### src/rtl/sha1_pkg.sv
// Shared SHA-1 definitions: block geometry, padding constants, padder state encoding and
// the initial hash values used by the compression core.
package sha1_pkg;

  localparam int unsigned BLOCK_W    = 512;
  localparam int unsigned WORD_W     = 32;
  localparam logic [7:0]  PAD_BYTE   = 8'h80;
  localparam int unsigned LEN_OFFSET = 56;

  typedef enum logic [1:0] {
    StFill,
    StPad,
    StLen,
    StOut
  } pad_state_e;

  localparam logic [31:0] SHA1_H0 = 32'h67452301;
  localparam logic [31:0] SHA1_H1 = 32'hEFCDAB89;
  localparam logic [31:0] SHA1_H2 = 32'h98BADCFE;
  localparam logic [31:0] SHA1_H3 = 32'h10325476;
  localparam logic [31:0] SHA1_H4 = 32'hC3D2E1F0;

endpackage

### src/rtl/sha1_msg_padder.sv
// Packs a byte stream into 512-bit SHA-1 blocks, appending 0x80, zero fill and the
// big-endian message bit length, and hands blocks out over valid/ready.
module sha1_msg_padder
  import sha1_pkg::*;
#(
  parameter int unsigned LenW = 64
) (
  input  logic               clk_i,
  input  logic               rst_ni,
  input  logic               in_valid_i,
  output logic               in_ready_o,
  input  logic [7:0]         in_data_i,
  input  logic               in_last_i,
  input  logic               in_nobyte_i,
  output logic [BLOCK_W-1:0] out_block_o,
  output logic               out_valid_o,
  input  logic               out_ready_i,
  output logic               out_last_o
);

  localparam int unsigned NumBytes = BLOCK_W / 8;
  localparam logic [5:0]  LenByte0 = 6'(LEN_OFFSET);

  pad_state_e      state_q;
  logic [5:0]      ptr_q;
  logic [LenW-1:0] bit_len_q;
  logic [7:0]      buf_q [NumBytes];
  logic            pad_pending_q;
  logic            len_pending_q;
  logic            final_q;
  logic            out_valid_q;
  logic            out_last_q;
  logic [63:0]     len64;

  assign len64       = 64'(bit_len_q);
  assign in_ready_o  = (state_q == StFill);
  assign out_valid_o = out_valid_q;
  assign out_last_o  = out_last_q;

  // Byte k lands in word k/4, earliest byte of each word in the top lane.
  always_comb begin
    out_block_o = '0;
    for (int k = 0; k < NumBytes; k++) begin
      out_block_o[WORD_W*(k/4) + 8*(3 - k%4) +: 8] = buf_q[k];
    end
  end

  always_ff @(posedge clk_i or negedge rst_ni) begin
    if (!rst_ni) begin
      state_q       <= StFill;
      ptr_q         <= '0;
      bit_len_q     <= '0;
      pad_pending_q <= 1'b0;
      len_pending_q <= 1'b0;
      final_q       <= 1'b0;
      out_valid_q   <= 1'b0;
      out_last_q    <= 1'b0;
      for (int i = 0; i < NumBytes; i++) buf_q[i] <= '0;
    end else begin
      unique case (state_q)
        StFill: begin
          if (in_valid_i) begin
            if (in_last_i && in_nobyte_i) begin
              state_q <= StPad;
            end else begin
              buf_q[ptr_q] <= in_data_i;
              ptr_q        <= ptr_q + 6'd1;
              bit_len_q    <= bit_len_q + LenW'(8);
              if (ptr_q == 6'd63) begin
                // A full block closing the message still owes a padding block.
                pad_pending_q <= in_last_i;
                state_q       <= StOut;
              end else if (in_last_i) begin
                state_q <= StPad;
              end
            end
          end
        end
        StPad: begin
          buf_q[ptr_q] <= PAD_BYTE;
          if (32'(ptr_q) < LEN_OFFSET) begin
            state_q <= StLen;
          end else begin
            len_pending_q <= 1'b1;
            state_q       <= StOut;
          end
        end
        StLen: begin
          for (int i = 0; i < 8; i++) buf_q[LenByte0 + 6'(i)] <= len64[63-8*i -: 8];
          final_q <= 1'b1;
          state_q <= StOut;
        end
        StOut: begin
          if (!out_valid_q) begin
            out_valid_q <= 1'b1;
            out_last_q  <= final_q;
          end else if (out_ready_i) begin
            for (int i = 0; i < NumBytes; i++) buf_q[i] <= '0;
            ptr_q       <= '0;
            out_valid_q <= 1'b0;
            out_last_q  <= 1'b0;
            if (final_q) begin
              final_q   <= 1'b0;
              bit_len_q <= '0;
              state_q   <= StFill;
            end else if (pad_pending_q) begin
              pad_pending_q <= 1'b0;
              state_q       <= StPad;
            end else if (len_pending_q) begin
              len_pending_q <= 1'b0;
              state_q       <= StLen;
            end else begin
              state_q <= StFill;
            end
          end
        end
        default: state_q <= StFill;
      endcase
    end
  end

endmodule

### config.mk
export PLATFORM = sky130hd
export DESIGN_NAME = sha1_msg_padder
export DESIGN_NICKNAME = d
export VERILOG_FILES = /design/src/rtl/sha1_pkg.sv /design/src/rtl/sha1_msg_padder.sv
export SDC_FILE = /design/constraint.sdc
export NUM_CORES = 1
export LEC_CHECK = 0
export ABC_AREA = 1
export CAP_MARGIN = 15
export CORE_MARGIN = 10
export CORE_UTILIZATION = 45
export CTS_BUF_LIST = sky130_fd_sc_hd__clkbuf_16
export DETAILED_ROUTE_END_ITERATION = 12
export PLACE_DENSITY_LB_ADDON = 0.15
export RECOVER_POWER = 100
export SLEW_MARGIN = 20
export SYNTH_ARGS = -nofsm -noshare
export SYNTH_HDL_FRONTEND = slang
export SYNTH_SLANG_ARGS = --single-unit
### constraint.sdc
create_clock -name clk_i -period 1.8 [get_ports clk_i]
set_clock_uncertainty 0.1 [all_clocks]
set_input_delay 0.36 -clock clk_i [delete_from_list [all_inputs] [get_ports clk_i]]
set_output_delay 0.36 -clock clk_i [all_outputs]
set_load 0.02 [all_outputs]
After elaboration in Yosys (flattened, before gate mapping)
Index checks and enable logic that the tools add are counted.
{ "classes": {"addsub": 2, "magnitude_cmp": 3, "eq_ne": 15, "n_mux": 50, "bitwise_logic": 4, "n_reduce_logical": 16} }
{ "ops": {"columns": ["operator", "n"], "rows": [
  ["$mux W512", 4],
  ["$pmux W448 S3", 1],
  ["$bwmux W512", 1],
  ["$and A448 B448 Y448", 1],
  ["$not A448 Y448", 1],
  ["$mux W64", 5],
  ["$pmux W64 S4", 1],
  ["$pmux W64 S2", 1],
  ["$add A64 B4 Y64 const B", 1],
  ["$or A64 B64 Y64", 1],
  ["$demux W8 S6", 1],
  ["$mux W6", 4],
  ["$mux W2", 9],
  ["$ne A2 B2 Y1 const B", 9],
  ["$mux W1", 17],
  ["$pmux W6 S2", 1],
  ["$reduce_and A6 Y1", 2],
  ["$reduce_and A5 Y1", 2],
  ["$mux W8", 1],
  ["$pmux W2 S4", 1],
  ["$reduce_and A4 Y1", 2],
  ["$ge A7 B7 Y1 const B", 1],
  ["$lt A7 B1 Y1 const B", 1],
  ["$not A6 Y7", 1],
  ["15 further kinds", 21]
]} }
{ "totals": {"ff_bits": 589, "input_bits": 14} }

Logic depth before layout (Yosys ltp)
Gate-level depths: netlist of run 1.
{ "depth": {"depth_word": 9, "ltp_mapped": 11, "ltp_nobuf": 11} }

Least setup slack after synthesis of run 1
OpenSTA, ideal clock, no wires.
{ "synth_timing": {"kind": "flip-flop to flip-flop", "startpoint": "register state_q[0]", "endpoint": "register state_q[0]", "setup_ps": 129, "arrival_ps": 1603, "required_time_ps": 1571, "slack_ps": -32, "path_stages_with_launch": 7, "path_buffers": 2, "period_less_slack_ps": 1832, "path_cell_list": "dfrtp_1 buf_4 nor2_4 buf_1 o21ai_0 o21ai_0 a21oi_1"} }
{ "synth_via": {"elab_chain_len": 3, "elab_cells_between_ends": 10, "classes_between": "7 x eq/ne; 1 x mux; 2 x reduce/logical"} }
{ "synth_lines": {"columns": ["item", "line", "rtl"], "rows": [
  ["start, declared", "sha1_msg_padder.sv:24", "pad_state_e state_q;"],
  ["start signal, assigned", "sha1_msg_padder.sv:50", "state_q <= StFill;"],
  ["start signal, assigned", "sha1_msg_padder.sv:64", "state_q <= StPad;"],
  ["start signal, assigned", "sha1_msg_padder.sv:72", "state_q <= StOut;"],
  ["$logic_not A2 Y1 (*)", null, null],
  ["named net in_ready_o", "sha1_msg_padder.sv:11", "output logic in_ready_o,"],
  ["$ne A4 B1 Y1 (no source line) / $ne A2 B2 Y1 (equally long branches)", null, null],
  ["$reduce_and A4 Y1 (no source line)", null, null]
]} }
The timed path passes the listed nets; every way through them passes the cells marked *.
A chain may end at the register's enable or synchronous reset.

Worst setup path in the final report of run 1
{ "layout_timing": {"startpoint": "register state_q[0]", "endpoint": "register buf_q (netlist bit out_block_o[409])"} }
{ "layout_via": {"elab_chain_len": 3, "elab_cells_between_ends": 10, "classes_between": "6 x eq/ne; 1 x mux; 3 x reduce/logical"} }
{ "layout_lines": {"columns": ["item", "line", "rtl"], "rows": [
  ["$eq A2 B2 Y1, or another cell as far along", "sha1_msg_padder.sv:60", "unique case (state_q)"],
  ["$ne A2 B2 Y1 (no source line) / $reduce_bool A3 Y1 (equally long branches)", null, null],
  ["$reduce_and A5 Y1 (no source line)", null, null],
  ["end signal, assigned by index", "sha1_msg_padder.sv:66", "buf_q[ptr_q] <= in_data_i;"],
  ["end, declared", "sha1_msg_padder.sv:27", "logic [7:0] buf_q [NumBytes];"]
]} }
Parallel ways exist; a longest one is shown, timed or not.

==> results by group, run 1 <==
Critical path
  – Setup crit start kind: flop
  – Worst Path Max Fanout: 8
  – CP endpoint kind: flop
  – WS Path Type: flop to flop
  – Critical path required time: 2.20 ns
  – Crit path DAT: 2.48 ns

Logic synthesis
  – Mapped Area: 25200 sq um
  – Asr flop ratio synth: 100%
  – Mapped Nets: 2886
  – Library cells used by synthesis: 39
  – Register area share after synthesis: 58.1%
  – Avg Inst Size Synth: 8.79 sq um
  – Number of synthesized flops with an enable pin: 0
  – Ys flop type: dfrtp_1
  – YS warnings: 0
  – Yosys reg bits: 586
  – Post-Synthesis Cells: 2870

Outcome
  – Status: complete, but fails checks
  – Failing checks: setup timing

Clock tree
  – CTS root buffer: clkbuf_16
  – Clk pin slew, worst setup/hold paths: 0.06 ns
  – # clock sinks: 586
  – H-tree depth: 2
  – CTS tree: built
  – CTS max path bufs: 3
  – Clock latency on the worst-skew pair: 0.64 ns
  – Total CTS buffers: 61

Floorplanning
  – Floorplan row count: 86
  – Die area: 66000 sq um
  – Starting density of the core: 45.6%
  – Num ports: 529
  – Core ar.: 55300 sq um
  – Die Y-Extent: 257 um
  – Die W: 257 um

Cells and area
  – Area delta synth->final: 54.5%
  – Layout cells sized above 1: 32.6%
  – Final Util: 70.5%
  – Nets: 3817

Global route
  – GRT overflow: 0
  – Pin count of the biggest net entering global routing: 93
  – Total GRT Usage: 31.6%
  – Vias in the first global route: 25435
  – Initial antenna violation count: 4
  – First-pass GRT wire length: 161000 um

Routing
  – # DRC: 0
  – First-iteration detailed-routing DRC count: 2492
  – WL final: 112000 um
  – Vias post-DR: 26034
  – Antenna Violating Nets Remaining: 0
  – DR WL/cell: 24.3 um
  – Vias per Instance: 5.67
  – DRT Pass-1 Iters: 6

Timing
  – Setup-failing EPs final: 674
  – F_max: 0.481 GHz
  – Final Hold Fails: 0
  – Setup tns final: -92.71 ns
  – Setup slack after layout: -0.279 ns
  – RSZ-0062 raised after global routing: yes
  – Tmin final: 2.08 ns
  – Max-slew violations: 0
  – Max_slew headroom: 36.1%
  – Slew @ Worst Pin: 0.958 ns
  – Part of the cycle the worst path needs: 116%

Pwr
  – Final Total Pwr: 58.8 mW
  – VDD IR-drop max: 0.884 mV
  – Power Density: 1510 nW/um^2
  – Leakage: 17.6 nW

Worst hold path
  – Hold Crit Class: input port to async pin

Placed design
  – Detailed placer's ending HPWL: 78300 um
  – RD Place Congestion: 0.924
  – Port bufs: 528

Job
  – Max-cap violations: 0
-- worst max-delay path, cell delays in order (launching register included) --
cell and delay [ns]:
dfrtp_2 0.44, nor2_4 0.06, buf_6 0.12, buf_6 0.11, o21ai_4 0.09, nand2_4 0.10
nor2_8 0.17, buf_12 0.17, buf_12 0.14, buf_12 0.14, nand2_8 0.08, nand3_1 0.09
o21ai_0 0.10
-- layout by cell type (no fill, tap or decap), drive strengths merged, types with 104 or more instances in the layout --
cell type / n
o21ai: 680
dfrtp: 586
buf: 434
clkdlybuf4s15: 432
nand3: 240
nand2: 456
a21oi: 104
clkbuf: 166
inv: 237
nor2: 359
-- cells in the mapped netlist, types with 15 or more instances --
library cell / count / share of area, %
nand2_1: 418 / 6.2
o21ai_1: 64 / 1.3
a21oi_1: 97 / 1.9
nand4_1: 16 / 0.40
nand2_2: 15 / 0.37
clkbuf_1: 62 / 0.92
buf_2: 44 / 0.87
a22oi_1: 42 / 1.2
nand3_1: 239 / 4.7
o21ai_0: 615 / 12
dfrtp_1: 586 / 58
inv_1: 223 / 3.3
nor2_1: 346 / 5.1
-- final timing paths --
path | startpoint | end | slack, ns | depth (start not counted)
hold / removal | rst_ni | out_block_o[100] | 0.30 | 2
max in group asynchronous | rst_ni | out_block_o[267] | -0.10 | 4
setup reg to reg | state_q[0] | out_block_o[409] | -0.28 | 12
setup / recovery | state_q[0] | out_block_o[409] | -0.28 | 12
min in group clk_i | in_last_i | pad_pending_q | 0.38 | 4
hold reg to reg | out_block_o[510] | out_block_o[510] | 0.39 | 2
-- cell type report --
cell class,count,area (sq um)
clock inverter,40,398
sequential,586,14700
clock buffer,62,1550
tap,748,936
inverter,228,872
multi-input combinational,1937,10700
fill,4239,16300
timing repair buffer,987,9830
antenna,2,5.00
-- metrics by stage --
step                      cell area, sq um  setup slack (ns)  hold WS, ns  std cells
after detailed placement             34400            -0.767        0.160       4422
after CTS                            37800            -0.273       0.0850       4559
after global routing                 39000            -0.359        0.319       4589
after global placement               34400            -0.705        0.155       4422
final                                39000            -0.279        0.304       4590
after floorplan                      25200           0.00222      -0.0356       2870
-- metal layers --
layer	global-route usage, %	part of all wire [%]	vias to the layer above
met5	0	0.012	-
met4	15.4	5.6	2
met3	6.10	7.8	303
met2	52.5	48	1271
met1	39.0	39	12940
li1	-	-	11518
-- power breakdown --
group          leakage (nW)  internal [mW]  switching [mW]  total [mW]
Combinational          8.57           11.6            17.3        28.9
Clock                 0.992           7.31            5.38        12.7
Sequential             8.06           15.4            1.86        17.2
-- registers in the layout (all words and copies together), names as in the netlist --
| register | count |
|---|---|
| state_q | 2 |
| ptr_q | 6 |
| out_last_o | 1 |
| pad_pending_q | 1 |
| final_q | 1 |
| bit_len_q | 61 |
| len_pending_q | 1 |
| out_block_o | 512 |
| out_valid_o | 1 |
-- cells by family after synthesis --
kind of cell / after synthesis / synth area share, %
xor+xnor: 3 / 0.104
flops: 586 / 58.1
simple gates: 1074 / 18.2
fa+ha+maj: 2 / 0.0991
buf+inv: 360 / 5.97
compound gates: 845 / 17.5
-- timing repair --
| item | in CTS | in global routing |
|---|---|---|
| setup buffers | 18 | 16 |
| gates cloned | 16 | 16 |
| endpoints found under the setup margin | 1091 | 720 |
| hold buffers | 1 | 0 |
| pin swaps | 12 | 35 |
| resized for setup | 1750 | 397 |
| endpoints found under the hold margin | 296 | 0 |
Note: power is estimated with default switching activity, not from simulation.
==> run 2, diff against run 1 <==
--- a/config.mk
+++ b/config.mk
@@ -11,7 +11,7 @@
 export CORE_UTILIZATION = 45
 export CTS_BUF_LIST = sky130_fd_sc_hd__clkbuf_16
 export DETAILED_ROUTE_END_ITERATION = 12
-export PLACE_DENSITY_LB_ADDON = 0.15
+export PLACE_DENSITY_LB_ADDON = 0.2
 export RECOVER_POWER = 100
 export SLEW_MARGIN = 20
 export SYNTH_ARGS = -nofsm -noshare
==> run 2 against run 1 <==
  * The run still ends with setup timing left
  * Sequential cell count unchanged
  * Global-route usage shrank 1.1 points
  * Routed wire length decreased by 1.5%
  * Hold slack gained 0.067 ns
  * First-iteration DRC count grew 2.2%
  * Core utilization down 0.63 points
  * Sequential power hardly changed
  * Cell area shrank 0.89%
  * Sequential share of layout area grew 0.35 points
  * Critical endpoint is now out_block_o[200]
  * Largest power group unchanged
==> results by group, run 2 (synthesis results as in run 1) <==
Outcome
  – Status: complete, but fails checks
  – Failing checks: setup timing

Timing
  – Max-slew violations: 0
  – Setup-failing EPs final: 692
  – Setup tns final: -80.57 ns
  – Slew @ Worst Pin: 1.04 ns
  – RSZ-0062 raised after global routing: yes
  – F_max: 0.481 GHz
  – Max_slew headroom: 30.5%
  – Tmin final: 2.08 ns
  – Setup slack after layout: -0.279 ns
  – Part of the cycle the worst path needs: 116%
  – Final Hold Fails: 0

Routing
  – Metal2 WL: 53000 um
  – DRT Pass-1 Iters: 6
  – Vias post-DR: 26248
  – Met3 wire len: 10000 um
  – Vias per Instance: 5.75
  – Top Metal Used: met4
  – First-iteration detailed-routing DRC count: 2547
  – # DRC: 0
  – DR WL/cell: 24.1 um
  – M1 WL: 40700 um
  – WL final: 110000 um
  – Antenna Violating Nets Remaining: 0

Cells and area
  – # fillers: 4206
  – Commonest non-fill, non-tap cell in the layout: dfrtp_1
  – Max reg flops: 512
  – Nets: 3779
  – Commonest non-fill, non-tap cells in the layout: dfrtp_1 (581), nand2_1 (371), o21ai_0 (354)
  – Layout cells sized above 1: 29.5%
  – ANT cells: 0
  – Area delta synth->final: 53.1%

Global route
  – GRT overflow: 0
  – First-pass GRT wire length: 157000 um
  – Initial antenna violation count: 0
  – Pin count of the biggest net entering global routing: 68
  – Vias in the first global route: 25138
  – Total GRT Usage: 30.5%

Critical path
  – CP endpoint kind: flop
  – CP max-delay cell: dfrtp_2
  – Worst reg-to-reg path cell count: 9
  – Critical path required time: 2.20 ns
  – Crit path launch: state_q[1]
  – Worst path max stage delay: 0.45 ns
  – R2r startpoint: state_q[1]
  – Setup crit start kind: flop
  – Crit path DAT: 2.48 ns
  – Worst Path Max Fanout: 19
  – WS Path Type: flop to flop
  – CP most frequent cell: o21ai_0
  – CP cell instances: buf_4, nand2_4, a21oi_4, nor2_4, nand2_8, buf_12, buf_16, o21ai_0, o21ai_0

Clock tree
  – Clock latency on the worst-skew pair: 0.64 ns
  – CTS root buffer: clkbuf_16
  – H-tree depth: 2
  – # clock sinks: 586
  – Total CTS buffers: 61
  – CTS tree: built
  – CTS max path bufs: 3
  – Clk pin slew, worst setup/hold paths: 0.07 ns

Floorplanning
  – Core ar.: 55300 sq um
  – Floorplan row count: 86
  – Die area: 66000 sq um
  – Die Y-Extent: 257 um
  – Num ports: 529
  – Starting density of the core: 45.6%
  – Die W: 257 um

Placed design
  – Port bufs: 528
  – Detailed placer's ending HPWL: 76200 um
  – RD Place Congestion: 0.961
  – Pre-CTS setup slack: -0.685 ns

Pwr
  – Leakage: 17.8 nW
  – VDD IR-drop max: 0.958 mV
  – Power Density: 1520 nW/um^2

Job
  – Max-cap violations: 0

Worst hold path
  – Hold Crit Class: input port to async pin
run 2: metal layers:
| layer | GRT usage, % | up-vias |
|---|---|---|
| met4 | 14.5 | 0 |
| met2 | 51.4 | 1504 |
| met1 | 37.3 | 12952 |
| li1 | - | 11455 |
| met5 | 0 | - |
| met3 | 5.77 | 337 |
run 2: timing repair:
action | CTS | global route
cloned | 11 | 26
buffers inserted | 16 | 23
hold endpoints to repair | 211 | 0
hold buffers | 1 | 0
pin swaps | 11 | 15
endpoints found under the setup margin | 1093 | 798
gates resized for setup | 1554 | 467
run 2: area by class of cell:
class	instances	area (sq um)	area share (%)
Clock buffer	62	1550	4.01
Clock inverter	51	344	0.890
Inverter	228	886	2.29
Multi-Input combinational cell	1933	10600	27.4
Sequential cell	586	14700	38.0
Tap cell	748	936	2.42
Timing Repair Buffer	953	9680	25.0
run 2: critical path, delay by kind of cell (launching register included):
family | cells | cell delay (ns)
AND/OR/NAND/NOR | 3 | 0.43
flip-flops | 1 | 0.45
AO/OA/AOI/OAI | 3 | 0.42
buffers and inverters | 3 | 0.51
run 2: path summary, 6_finish.rpt:
| check | end | slack [ns] |
|---|---|---|
| setup / recovery | out_block_o[200] | -0.28 |
| max in group asynchronous | out_block_o[40] | -0.09 |
| hold reg to reg | out_block_o[459] | 0.39 |
| setup reg to reg | out_block_o[200] | -0.28 |
| min in group clk_i | pad_pending_q | 0.37 |
| hold / removal | ptr_q[2] | 0.37 |
run 2: power by group:
part / total [mW] / switching [mW] / internal (mW)
sequential: 17.2 / 1.83 / 15.4
combinational: 29.3 / 17.6 / 11.7
clock: 12.2 / 5.53 / 6.68
run 2: metrics by stage:
stage          power, mW  utilization [%]  instance area (sq um)  hold WS, ns  instances
5_1_grt             60.8             69.9                  38600        0.385       4561
3_3_place_gp        39.3             61.8                  34200        0.177       4375
6_report            58.8             69.9                  38600        0.372       4561
4_1_cts             54.1             67.1                  37100        0.114       4513
2_1_floorplan       27.1                -                  25200      -0.0356       2870
3_5_place_dp        39.8             61.8                  34200        0.183       4375
==> run 3, diff against run 2 <==
--- a/config.mk
+++ b/config.mk
@@ -7,8 +7,10 @@
 export LEC_CHECK = 0
 export ABC_AREA = 1
 export CAP_MARGIN = 15
+export CELL_PAD_IN_SITES_DETAIL_PLACEMENT = 0
+export CELL_PAD_IN_SITES_GLOBAL_PLACEMENT = 2
 export CORE_MARGIN = 10
-export CORE_UTILIZATION = 45
+export CORE_UTILIZATION = 33
 export CTS_BUF_LIST = sky130_fd_sc_hd__clkbuf_16
 export DETAILED_ROUTE_END_ITERATION = 12
 export PLACE_DENSITY_LB_ADDON = 0.2
==> constraint.sdc (replaced) <==
create_clock -name clk_i -period 2.6 [get_ports clk_i]
set_clock_uncertainty 0.1 [all_clocks]
set_input_delay 0.52 -clock clk_i [delete_from_list [all_inputs] [get_ports clk_i]]
set_output_delay 0.52 -clock clk_i [all_outputs]
set_load 0.02 [all_outputs]
==> run 3 against run 2 <==
  * The flow now finishes without violations
  * Clock-buffer cell count rose by 5
  * Non-clock buffer count fell by 268
  * Die area rose by 33%
  * Sequential cell count did not move
  * Critical path depth fell by 6
  * Highest routed layer is now met5
==> results by group, run 3 (synthesis results as in run 1) <==
Outcome
  – Status: finished clean

Placed design
  – Placed Area: 32800 sq um
  – DP Cell Count: 4400
  – RD Place Congestion: 0.873
  – Pre-CTS setup slack: -0.183 ns
  – Port bufs: 528
  – Detailed placer's ending HPWL: 79100 um

Timing
  – Setup-failing EPs final: 0
  – Tmin final: 2.48 ns
  – Setup slack after layout: 0.116 ns
  – F_max: 0.403 GHz
  – Max-slew violations: 0
  – Max_slew headroom: 3.27%
  – Slew @ Worst Pin: 1.45 ns
  – Final Hold Fails: 0
  – RSZ-0062 raised after global routing: no
  – Hold Slack: 0.379 ns
  – Part of the cycle the worst path needs: 95.5%

Global route
  – Pin count of the biggest net entering global routing: 91
  – Total GRT Usage: 23.8%
  – GRT overflow: 0
  – Initial antenna violation count: 3
  – First-pass GRT wire length: 157000 um
  – Vias in the first global route: 23438

Pwr
  – VDD IR-drop max: 0.491 mV
  – Leakage: 16.9 nW
  – Power Density: 1010 nW/um^2

Worst hold path
  – Hold Crit Class: flop to flop
  – Hold worst-path end: out_block_o[462]
  – Worst Hold Launch: out_block_o[462]
  – WHS Path Cells: 2

Routing
  – DR WL/cell: 23.8 um
  – Vias per Instance: 5.22
  – Antenna Violating Nets Remaining: 0
  – First-iteration detailed-routing DRC count: 1443
  – # DRC: 0
  – Vias post-DR: 23601
  – DRT Pass-1 Iters: 5
  – WL final: 108000 um

Floorplanning
  – Die area: 87900 sq um
  – Core ar.: 75800 sq um
  – Floorplan row count: 101
  – Die W: 297 um
  – Starting density of the core: 33.3%
  – Num ports: 529
  – Die Y-Extent: 297 um

Clock tree
  – CTS root buffer: clkbuf_16
  – Total CTS buffers: 67
  – CTS max path bufs: 3
  – Clock latency on the worst-skew pair: 0.61 ns
  – Clk pin slew, worst setup/hold paths: 0.05 ns
  – Post CTS Setup Buffer Count: 0
  – CTS tree: built
  – # clock sinks: 586
  – H-tree depth: 3

Critical path
  – Crit path DAT: 1.86 ns
  – Worst Path Max Fanout: 5
  – Setup crit start kind: flop
  – CP endpoint kind: output pin
  – WS Path Type: flop to output pin
  – Critical path required time: 1.98 ns
  – R2r startpoint: ptr_q[3]
  – RR Endpoint: out_block_o[488]
  – Worst reg-to-reg path cell count: 8
  – R2r setup slk: 0.18 ns

Cells and area
  – Commonest non-fill, non-tap cells in the layout: o21ai_0 (663), dfrtp_1 (586), dlygate4sd3_1 (515)
  – # fillers: 7425
  – Post-route insts no fill: 4518
  – Final Util: 45.5%
  – Commonest non-fill, non-tap cell in the layout: o21ai_0
  – Layout cells sized above 1: 8.08%
  – Area delta synth->final: 36.7%
  – Max reg flops: 512
  – Nets: 3508
  – Final Cell Area: 34500 sq um

Job
  – Max-cap violations: 0
-- run 3: changes by cell type in the layout (fill, tap and decap cells not counted), sizes merged, moves of 4 or more --
cell and delta:
buf -284, clkbuf -38, clkdlybuf4s15 -364, clkinv -6, clkinvlp -4, dlygate4sd2 -89, dlygate4sd3 +514, inv +6
nand2 -8
-- run 3: worst max path at each step --
stage | start | end | slack, ns | depth (start not counted)
finish | state_q[0] | in_ready_o | 0.12 | 3
global route | state_q[0] | bit_len_q[17] | 0.02 | 11
CTS | state_q[0] | in_ready_o | 0.08 | 3
detailed placement | in_last_i | out_block_o[451] | -0.18 | 12
global placement | in_valid_i | out_block_o[448] | -0.18 | 11
floorplan | in_last_i | out_block_o[405] | 0.74 | 10
-- run 3: critical path, stage by stage (launching register included) --
cell and delay [ns]:
dfrtp_1 0.47, nor2_4 0.18, buf_4 0.19, dlygate4sd2_1 0.43
-- run 3: layout make-up --
type,count,area (sq um),share of cell area [%]
Tap cell,978,1220,3.55
Sequential cell,586,14700,42.5
Clock buffer,67,1680,4.86
Antenna cell,1,2.50,0.00725
Clock inverter,49,388,1.12
Timing Repair Buffer,685,6610,19.2
Inverter,228,858,2.49
Multi-Input combinational cell,1924,9070,26.3
-- run 3: what timing repair did --
action                                  4_1_cts  5_1_grt
endpoints found under the hold margin        35        0
hold buffers                                  1        0
endpoints found under the setup margin        1        0
gates resized for setup                       1        0
-- run 3: per-layer routing --
layer / GRT usage, % / up-vias / share of wire [%]
li1: - / 10893 / -
met3: 3.18 / 186 / 5.1
met5: 0 / - / 0.012
met2: 41.4 / 751 / 50
met4: 9.29 / 2 / 4.1
met1: 29.5 / 11769 / 41
-- run 3: power by group --
part           total [mW]  internal (mW)  switching, mW  leakage (nW)
clock                9.15           5.20           3.95          1.07
sequential           11.8           10.6           1.17          8.06
combinational        13.7           4.24           9.51          7.77
total                34.7           20.1           14.6          16.9
-- run 3: through the flow --
step           total power [mW]  setup TNS [ns]
2_1_floorplan              18.8               0
3_3_place_gp               26.7          -25.05
3_5_place_dp               26.9          -26.76
4_1_cts                    36.1               0
5_1_grt                    36.6               0
6_report                   34.7               0
